[config.mk]
export PLATFORM = sky130hd
export DESIGN_NAME = seq_detect_ctrl
export DESIGN_NICKNAME = d
export VERILOG_FILES = /design/src/rtl/seq_detect_ctrl.sv
export SDC_FILE = /design/constraint.sdc
export NUM_CORES = 1
export LEC_CHECK = 0
export BUFFER_PORTS_ARGS = -buffer_cell sky130_fd_sc_hd__buf_2
export CAP_MARGIN = 25
export CORE_UTILIZATION = 57
export CTS_CLUSTER_SIZE = 14
export DETAILED_ROUTE_END_ITERATION = 7
export GPL_TIMING_DRIVEN = 0
export HOLD_SLACK_MARGIN = 0.15
export MAX_ROUTING_LAYER = met4
export PLACE_DENSITY = 0.87
export SYNTH_ARGS = -nofsm -noshare
export SYNTH_HDL_FRONTEND = slang
export SYNTH_SLANG_ARGS = --single-unit
[constraint.sdc]
create_clock -name clk -period 2.6 [get_ports clk]
set_input_delay 0.52 -clock clk [delete_from_list [all_inputs] [get_ports clk]]
set_output_delay 0.52 -clock clk [all_outputs]
set_load 0.05 [all_outputs]
[src/rtl/seq_detect_ctrl.sv]
// Run-controlled programmable serial pattern detector with match counting.
// A run latches its configuration at start and reports match pulses, a saturating count and a done flag.
module seq_detect_ctrl #(
    parameter int MAX_LEN = 8,
    parameter int LEN_W   = 5,
    parameter int CNT_W   = 8
) (
    input  logic               clk,
    input  logic               aresetn,
    input  logic               start,
    input  logic               abort,
    input  logic [MAX_LEN-1:0] cfg_pattern,
    input  logic [LEN_W-1:0]   cfg_len,
    input  logic               cfg_overlap,
    input  logic [CNT_W-1:0]   cfg_target,
    input  logic               x,
    input  logic               x_valid,
    output logic               z,
    output logic               busy,
    output logic               done,
    output logic [CNT_W-1:0]   match_count
);

    typedef enum logic [1:0] {
        ST_IDLE = 2'd0,
        ST_RUN  = 2'd1,
        ST_DONE = 2'd2
    } state_t;

    state_t             r_state;
    logic [MAX_LEN-1:0] r_pat;
    logic [LEN_W-1:0]   r_len;
    logic               r_ovl;
    logic [CNT_W-1:0]   r_target;
    logic [MAX_LEN-1:0] r_hist;
    logic [LEN_W-1:0]   r_bits_seen;
    logic [CNT_W-1:0]   r_count;
    logic               r_z;
    logic               r_busy;
    logic               r_done;

    state_t             w_state_nxt;
    logic [MAX_LEN-1:0] w_pat_nxt;
    logic [LEN_W-1:0]   w_len_nxt;
    logic               w_ovl_nxt;
    logic [CNT_W-1:0]   w_target_nxt;
    logic [MAX_LEN-1:0] w_hist_nxt;
    logic [LEN_W-1:0]   w_bits_nxt;
    logic [CNT_W-1:0]   w_count_nxt;
    logic               w_z_nxt;
    logic               w_done_nxt;

    logic [MAX_LEN-1:0] w_hist_shift;
    logic [MAX_LEN-1:0] w_mask;
    logic [LEN_W-1:0]   w_len_clamp;
    logic [LEN_W-1:0]   w_bits_inc;
    logic [CNT_W-1:0]   w_count_inc;
    logic               w_len_ok;
    logic               w_pat_eq;
    logic               w_match;

    // Pattern compare datapath: mask selects the low r_len bits of the shifted history.
    always_comb begin
        w_hist_shift = {r_hist[MAX_LEN-2:0], x};
        w_mask       = {MAX_LEN{1'b0}};
        for (int i = 0; i < MAX_LEN; i++) begin
            w_mask[i] = (LEN_W'(i) < r_len);
        end
        w_len_ok    = (({1'b0, r_bits_seen} + {{LEN_W{1'b0}}, 1'b1}) >= {1'b0, r_len});
        w_pat_eq    = (((w_hist_shift ^ r_pat) & w_mask) == {MAX_LEN{1'b0}});
        w_match     = w_len_ok && w_pat_eq;
        w_bits_inc  = (r_bits_seen < r_len) ? (r_bits_seen + LEN_W'(1)) : r_bits_seen;
        w_count_inc = (r_count == {CNT_W{1'b1}}) ? r_count : (r_count + CNT_W'(1));
    end

    // Length clamp applied when the configuration is latched.
    always_comb begin
        if (cfg_len == {LEN_W{1'b0}}) begin
            w_len_clamp = LEN_W'(1);
        end else if (cfg_len > LEN_W'(MAX_LEN)) begin
            w_len_clamp = LEN_W'(MAX_LEN);
        end else begin
            w_len_clamp = cfg_len;
        end
    end

    // Next-state and next-output logic of the run FSM.
    always_comb begin
        w_state_nxt  = r_state;
        w_pat_nxt    = r_pat;
        w_len_nxt    = r_len;
        w_ovl_nxt    = r_ovl;
        w_target_nxt = r_target;
        w_hist_nxt   = r_hist;
        w_bits_nxt   = r_bits_seen;
        w_count_nxt  = r_count;
        w_z_nxt      = 1'b0;
        w_done_nxt   = r_done;
        case (r_state)
            ST_RUN: begin
                if (abort) begin
                    w_state_nxt = ST_IDLE;
                end else if (x_valid) begin
                    w_hist_nxt = w_hist_shift;
                    if (w_match) begin
                        w_z_nxt     = 1'b1;
                        w_count_nxt = w_count_inc;
                        // Non-overlap mode: the completing bit may not seed the next match.
                        if (r_ovl) begin
                            w_bits_nxt = w_bits_inc;
                        end else begin
                            w_bits_nxt = {LEN_W{1'b0}};
                        end
                        if ((r_target != {CNT_W{1'b0}}) && (w_count_inc == r_target)) begin
                            w_state_nxt = ST_DONE;
                            w_done_nxt  = 1'b1;
                        end else begin
                            w_state_nxt = ST_RUN;
                        end
                    end else begin
                        w_bits_nxt = w_bits_inc;
                    end
                end else begin
                    w_state_nxt = ST_RUN;
                end
            end
            ST_IDLE, ST_DONE: begin
                if (start && !abort) begin
                    w_state_nxt  = ST_RUN;
                    w_pat_nxt    = cfg_pattern;
                    w_len_nxt    = w_len_clamp;
                    w_ovl_nxt    = cfg_overlap;
                    w_target_nxt = cfg_target;
                    w_hist_nxt   = {MAX_LEN{1'b0}};
                    w_bits_nxt   = {LEN_W{1'b0}};
                    w_count_nxt  = {CNT_W{1'b0}};
                    w_done_nxt   = 1'b0;
                end else begin
                    w_state_nxt = r_state;
                end
            end
            default: begin
                w_state_nxt = ST_IDLE;
            end
        endcase
    end

    // State, shadow configuration and registered outputs.
    always_ff @(posedge clk or negedge aresetn) begin
        if (!aresetn) begin
            r_state     <= ST_IDLE;
            r_pat       <= {MAX_LEN{1'b0}};
            r_len       <= LEN_W'(1);
            r_ovl       <= 1'b0;
            r_target    <= {CNT_W{1'b0}};
            r_hist      <= {MAX_LEN{1'b0}};
            r_bits_seen <= {LEN_W{1'b0}};
            r_count     <= {CNT_W{1'b0}};
            r_z         <= 1'b0;
            r_busy      <= 1'b0;
            r_done      <= 1'b0;
        end else begin
            r_state     <= w_state_nxt;
            r_pat       <= w_pat_nxt;
            r_len       <= w_len_nxt;
            r_ovl       <= w_ovl_nxt;
            r_target    <= w_target_nxt;
            r_hist      <= w_hist_nxt;
            r_bits_seen <= w_bits_nxt;
            r_count     <= w_count_nxt;
            r_z         <= w_z_nxt;
            r_busy      <= (w_state_nxt == ST_RUN);
            r_done      <= w_done_nxt;
        end
    end

    assign z           = r_z;
    assign busy        = r_busy;
    assign done        = r_done;
    assign match_count = r_count;

endmodule

==> results.sh, run 1 <==
export IMPL_synth_top_family_by_area="simple AND/OR/NAND/NOR gates"
export IMPL_leakage_nw=1.47
export IMPL_fin_nets=405
export IMPL_synth_edf_count=0
export IMPL_p_sw_mw=0.658
export IMPL_p_clk_frac=0.288
export IMPL_fillers=384
export IMPL_cp_cell_sequence="ha_2 -> xor2_2 -> ha_1 -> o21a_1 -> a211oi_1 -> o21ai_1 -> nand4_1 -> buf_2 -> o211ai_1 -> buf_4 -> a22oi_1"
export IMPL_core_area_um2=4750
export IMPL_final_min_clock_period_ns=2.53
export IMPL_hold_slack_ns=0.398
export IMPL_syn_area_um2=2830
export IMPL_synth_mux_area_fraction=0.0106
export IMPL_power_frac_seq=0.454
export IMPL_grt_pass1_vias=2401
export IMPL_h_tree_depth=2
export IMPL_ff2ff_setup_slack_ns=0.07
export IMPL_synth_common_cells="70 x nand2_1, 46 x dfrtp_1, 16 x nor2_1"
export IMPL_timing_rr_end="r_bits_seen[0]"
export IMPL_drtAntennaViolNets=0
export IMPL_synthFlopType="dfrtp_1"
export IMPL_finalSetupViolCount=0
export IMPL_multi_input_area_um2=1540
export IMPL_overflow=0
export IMPL_finClkSkew_ns=0.00643
export IMPL_rr_startpoint="r_bits_seen[0]"
export IMPL_antenna_cells=0
export IMPL_slowest_stage="dfrtp_2"
export IMPL_dpl_worst_slack_ns=0.0659
export IMPL_worst_path_stages=11
export IMPL_first_pass_iters=4
export IMPL_die_w_um=72.4
export IMPL_numCtsBuffers=5
export IMPL_grt_max_degree=48
export IMPL_r2r_cells=11
export IMPL_fin_crit_sh=0.972
export IMPL_power_switching_share=0.334
export IMPL_path_buf_inv=2
export IMPL_cp_start_kind="flip-flop"
export IMPL_rows=25
export IMPL_tightest_slew_ns=0.558
export IMPL_syn_instance_count=316
export IMPL_cts_tree="yes"
export IMPL_crit_type="reg -> reg"
export IMPL_required_ns=2.83
export IMPL_root_buffer="clkbuf_8"
export IMPL_synth_compound_gate_area_share=0.179
export IMPL_status="completed"
export IMPL_synth_cell_types=59
export IMPL_syn_to_final_growth_pct=15.9
export IMPL_ios=39
export IMPL_dp_hpwl_um=4980
export IMPL_ys_seq_elements=47
export IMPL_synth_xor_area_frac=0.0527
export IMPL_vdd_ir_drop_max_mv=0.426
export IMPL_die_y_um=72.4
export IMPL_clk_pin_slew_worst_paths_ns=0.09
export IMPL_endpoint="r_bits_seen[0]"
export IMPL_ys_warn_count=0
export IMPL_tns_ns=0
export IMPL_wirelength_um=6700
export IMPL_power_internal_mw=1.31
export IMPL_yosysMostFrequentCell="nand2_1"
export IMPL_insertion_delay_ns=0.31
export IMPL_hold_viol=0
export IMPL_synthTopCellsByArea="dfrtp_1 41%, nand2_1 9.3%, ha_1 5.3%"
export IMPL_synth_nets=356
export IMPL_cpPeakStageDelay_ns=0.45
export IMPL_synthAdderAreaFrac=0.0531
export IMPL_cap_violations=0
export IMPL_cts_sinks=47
export IMPL_p_comb_frac=0.258
export IMPL_path_max_fanout=10
export IMPL_clock_path_buffers=2
export IMPL_synth_area_per_cell_um2=8.94
export IMPL_fin_ws_ns=0.0728
export IMPL_slew_headroom=0.628
export IMPL_arrival_ns=2.75
export IMPL_drt_iter0_markers=196
export IMPL_startpoint="r_bits_seen[0]"
export IMPL_portBuffers=38
export IMPL_seqCellArea_um2=1180
export IMPL_cp_top_family="compound AO/OA/AOI/OAI gates"
export IMPL_worstSetupEndpointType="flip-flop"
export IMPL_viasPerCell=5.94
export IMPL_gp_congestion=0.942
export IMPL_drc_errors=0
export IMPL_power_density_nw_per_um2=601
export IMPL_drive_gt1_frac=0.194
export IMPL_async_flop_share=1.00
export IMPL_antenna_found_initial=0
export IMPL_seq_area_frac_synth=0.417
export IMPL_synth_top_area_frac=0.407
export IMPL_track_usage=0.283
export IMPL_yosys_area_share_simple=0.245
export IMPL_timing_fmax_mhz=396
export IMPL_grt_pass1_wl_um=11100
export IMPL_routedWlPerCell_um=15.5
export IMPL_hold_path_class="in -> reg"
export IMPL_maxSlewViolCount=0
export IMPL_start_util=0.594
export IMPL_vias=2570
export IMPL_die_area_um2=5240
export IMPL_synth_top_area_cell="dfrtp_1"
## worst min path at each step
stage	start	end	slack, ns	cells after the start
after floorplan	aresetn	busy	0.22	0
final	cfg_pattern[2]	r_pat[2]	0.40	3
after detailed placement	r_pat[6]	r_pat[6]	0.49	2
after global placement	r_target[1]	r_target[1]	0.48	2
after global routing	cfg_pattern[2]	r_pat[2]	0.40	3
after CTS	cfg_pattern[4]	r_pat[4]	0.39	3
## what timing repair did
item	CTS	global route
resized for setup	0	6
hold endpoints to repair	0	6
buffers inserted	0	2
endpoints found under the setup margin	0	14
hold buffers	0	1
## per-stage QoR
stage,instances,utilization,cell area [um2],total power [mW]
detailed placement,421,0.652,3100,1.39
global route,433,0.689,3280,2.07
CTS,429,0.677,3220,1.95
floorplan,316,-,2830,1.23
global placement,421,0.652,3100,1.36
finish,433,0.689,3280,1.97
## kinds of logic (layout without fill, tap and decap cells)
| family | count (synthesis) | count (layout) |
|---|---|---|
| AOI/OAI and AO/OA | 69 | 69 |
| and+or+nand+nor | 141 | 141 |
| DFF | 47 | 47 |
| adders and majority gates | 12 | 12 |
| buffers and inverters | 27 | 77 |
| xor gates and xnor gates | 17 | 17 |
| muxes | 3 | 3 |
## worst reg2reg max path, cell delays in order (launching register included)
cell	delay (ns)
dfrtp_2	0.45
ha_2	0.23
xor2_2	0.15
ha_1	0.27
o21a_1	0.10
a211oi_1	0.25
o21ai_1	0.13
nand4_1	0.11
buf_2	0.25
o211ai_1	0.14
buf_4	0.19
a22oi_1	0.17
## registers in the layout, indices dropped and copies added (netlist names)
register	flops
r_len	5
z	1
r_bits_seen	5
r_pat	8
done	1
r_ovl	1
match_count	8
busy	1
r_hist	7
r_target	8
r_state	2
## layout make-up
cell class | count | share of cell area
buffer | 16 | 0.0252
clock buffer | 5 | 0.0210
sequential | 47 | 0.360
clock inverter | 3 | 0.0145
inverter | 11 | 0.0126
tap | 67 | 0.0256
timing repair buffer | 42 | 0.0718
multi-input combinational | 242 | 0.469
## per-layer routing
metal	routed length [um]	global-route usage
met3	443	0.0431
met1	2980	0.382
met4	59	0.0828
met5	0	-
met2	3210	0.444
## power groups by stage
stage                     combinational [mW]  sequential [mW]  clock, mW
after floorplan                        0.339            0.893          0
after global placement                 0.457            0.900          0
after detailed placement               0.485            0.906          0
after CTS                              0.487            0.891      0.571
after global routing                   0.569            0.904      0.595
final                                  0.508            0.895      0.567
## placed cells by master (no fill, tap or decap), types with 3 or more instances in the layout
cell type / n
nor3_1: 4
clkbuf_8: 5
xnor2_1: 13
dfrtp_1: 44
buf_4: 4
inv_1: 11
xor2_1: 3
nand2_1: 70
nand3_1: 15
nor2_1: 16
nand2b_1: 5
ha_1: 11
nor2b_1: 4
a22o_1: 7
o21ai_0: 11
a21oi_1: 6
nand4_1: 7
buf_2: 41
o211ai_1: 7
clkbuf_1: 9
mux2i_1: 3
a31oi_1: 10
Power figures use the tool's default switching activity.
==> run 2, diff against run 1 <==
Settings changed: CORE_UTILIZATION 57 to 60, CTS_BUF_LIST from default to sky130_fd_sc_hd__clkbuf_4 sky130_fd_sc_hd__clkbuf_8, PLACE_DENSITY 0.87 to 0.91.
==> results.sh, run 2 (synthesis results as in run 1) <==
export IMPL_p_clk_frac=0.311
export IMPL_rr_startpoint="r_bits_seen[0]"
export IMPL_drt_iter0_markers=247
export IMPL_viasPerCell=6.23
export IMPL_cts_tree="yes"
export IMPL_maxSlewViolCount=0
export IMPL_final_common_cell="nand2_1"
export IMPL_status="complete, but fails checks"
export IMPL_numCtsBuffers=5
export IMPL_power_frac_seq=0.432
export IMPL_final_cell_mix="70 x nand2_1, 45 x dfrtp_1, 40 x buf_2"
export IMPL_slew_headroom=0.638
export IMPL_place_area_um2=3080
export IMPL_tightest_slew_ns=0.542
export IMPL_die_y_um=70.6
export IMPL_clock_path_buffers=2
export IMPL_worstSetupEndpointType="flip-flop"
export IMPL_leakage_nw=1.49
export IMPL_vias=2604
export IMPL_core_area_um2=4440
export IMPL_hold_slack_ns=0.397
export IMPL_p_comb_frac=0.257
export IMPL_arrival_ns=2.72
export IMPL_antenna_found_initial=0
export IMPL_hold_viol=0
export IMPL_p_sw_mw=0.650
export IMPL_violations="design-rule violations"
export IMPL_startpoint="r_bits_seen[0]"
export IMPL_start_util=0.636
export IMPL_ff2ff_setup_slack_ns=0.14
export IMPL_hold_path_class="in -> reg"
export IMPL_portBuffers=38
export IMPL_ios=39
export IMPL_rsz0062_at_grt="no"
export IMPL_drtAntennaViolNets=0
export IMPL_cp_start_kind="flip-flop"
export IMPL_h_tree_depth=2
export IMPL_dp_hpwl_um=4970
export IMPL_die_w_um=70.6
export IMPL_postLayoutCellArea_um2=3290
export IMPL_final_min_clock_period_ns=2.46
export IMPL_cap_violations=0
export IMPL_routedWlPerCell_um=16.6
export IMPL_grt_pass1_wl_um=11700
export IMPL_first_pass_iters=7
export IMPL_required_ns=2.86
export IMPL_drive_gt1_frac=0.191
export IMPL_grt_pass1_vias=2527
export IMPL_fin_util=0.739
export IMPL_root_buffer="clkbuf_8"
export IMPL_clk_pin_slew_worst_paths_ns=0.10
export IMPL_syn_to_final_growth_pct=16.2
export IMPL_insertion_delay_ns=0.31
export IMPL_wirelength_um=6930
export IMPL_gp_congestion=0.948
export IMPL_vdd_ir_drop_max_mv=0.487
export IMPL_endpoint="r_bits_seen[3]"
export IMPL_power_density_nw_per_um2=629
export IMPL_die_area_um2=4990
export IMPL_tns_ns=0
export IMPL_power_switching_share=0.315
export IMPL_drc_errors=2
export IMPL_track_usage=0.308
export IMPL_power_internal_mw=1.42
export IMPL_r2r_cells=10
export IMPL_path_max_fanout=10
export IMPL_crit_type="reg -> reg"
export IMPL_p_total_mw=2.07
export IMPL_timing_fmax_mhz=406
export IMPL_timing_rr_end="r_bits_seen[3]"
export IMPL_rows=24
export IMPL_fin_nets=405
export IMPL_grt_max_degree=48
export IMPL_overflow=0
export IMPL_finClkSkew_ns=0.0109
export IMPL_cts_sinks=47
export IMPL_antenna_cells=0
export IMPL_fin_crit_sh=0.946
export IMPL_finalSetupViolCount=0
[run 2: how the worst min path moves through the flow]
stage              startpoint     endpoint  slack (ns)  depth (start not counted)
2_1_floorplan         aresetn         busy        0.22                          0
3_3_place_gp      r_target[1]  r_target[1]        0.48                          2
3_5_place_dp             done         done        0.48                          2
4_1_cts        cfg_pattern[5]     r_pat[5]        0.39                          3
5_1_grt        cfg_pattern[3]     r_pat[3]        0.40                          3
6_report        cfg_target[3]  r_target[3]        0.40                          3
[run 2: layer usage]
layer / vias up / wire length (um) / track usage / part of all wire
li1: 1238 / - / - / -
met4: 0 / 101 / 0.102 / 0.015
met5: - / 0 / - / 0
met1: 1238 / 3000 / 0.392 / 0.43
met2: 114 / 3330 / 0.485 / 0.48
met3: 14 / 506 / 0.0798 / 0.073
[run 2: worst max-delay path: stages (launching register included)]
cell and delay (ns):
dfrtp_2 0.46, ha_2 0.23, xor2_1 0.15, ha_1 0.28, o21a_1 0.11, a211oi_2 0.22, o21ai_1 0.11, and4_1 0.20
buf_6 0.15, a221oi_1 0.31, o22a_1 0.19
[run 2: final cells by class]
cell class              count  area, um2
multi-input cells         242       1540
flip-flops and latches     47       1180
fillers                   331       1160
repair buffers             42        235
plain buffers              16       92.6
clock buffers               5       68.8
clock inverters             3       67.6
well taps                  52       65.1
inverters                  11       41.3
[run 2: repair_timing]
item / CTS / global route
hold endpoints to repair: 0 / 5
buffers inserted: 1 / 1
hold buffers: 0 / 1
pin swaps: 0 / 1
resized for setup: 1 / 11
gates cloned: 0 / 0
endpoints found under the setup margin: 2 / 14
[run 2: metrics by stage]
step,cells,setup slack (ns)
floorplan,316,0.217
global placement,406,0.0692
detailed placement,406,0.0347
CTS,415,0.00192
global route,418,0.00255
finish,418,0.139
[run 2: power by group through the flow]
| stage | Clock (mW) | Sequential, mW | Combinational (mW) |
|---|---|---|---|
| 2_1_floorplan | 0 | 0.893 | 0.339 |
| 3_3_place_gp | 0 | 0.899 | 0.457 |
| 3_5_place_dp | 0 | 0.907 | 0.478 |
| 4_1_cts | 0.647 | 0.888 | 0.496 |
| 5_1_grt | 0.674 | 0.901 | 0.598 |
| 6_report | 0.643 | 0.892 | 0.531 |
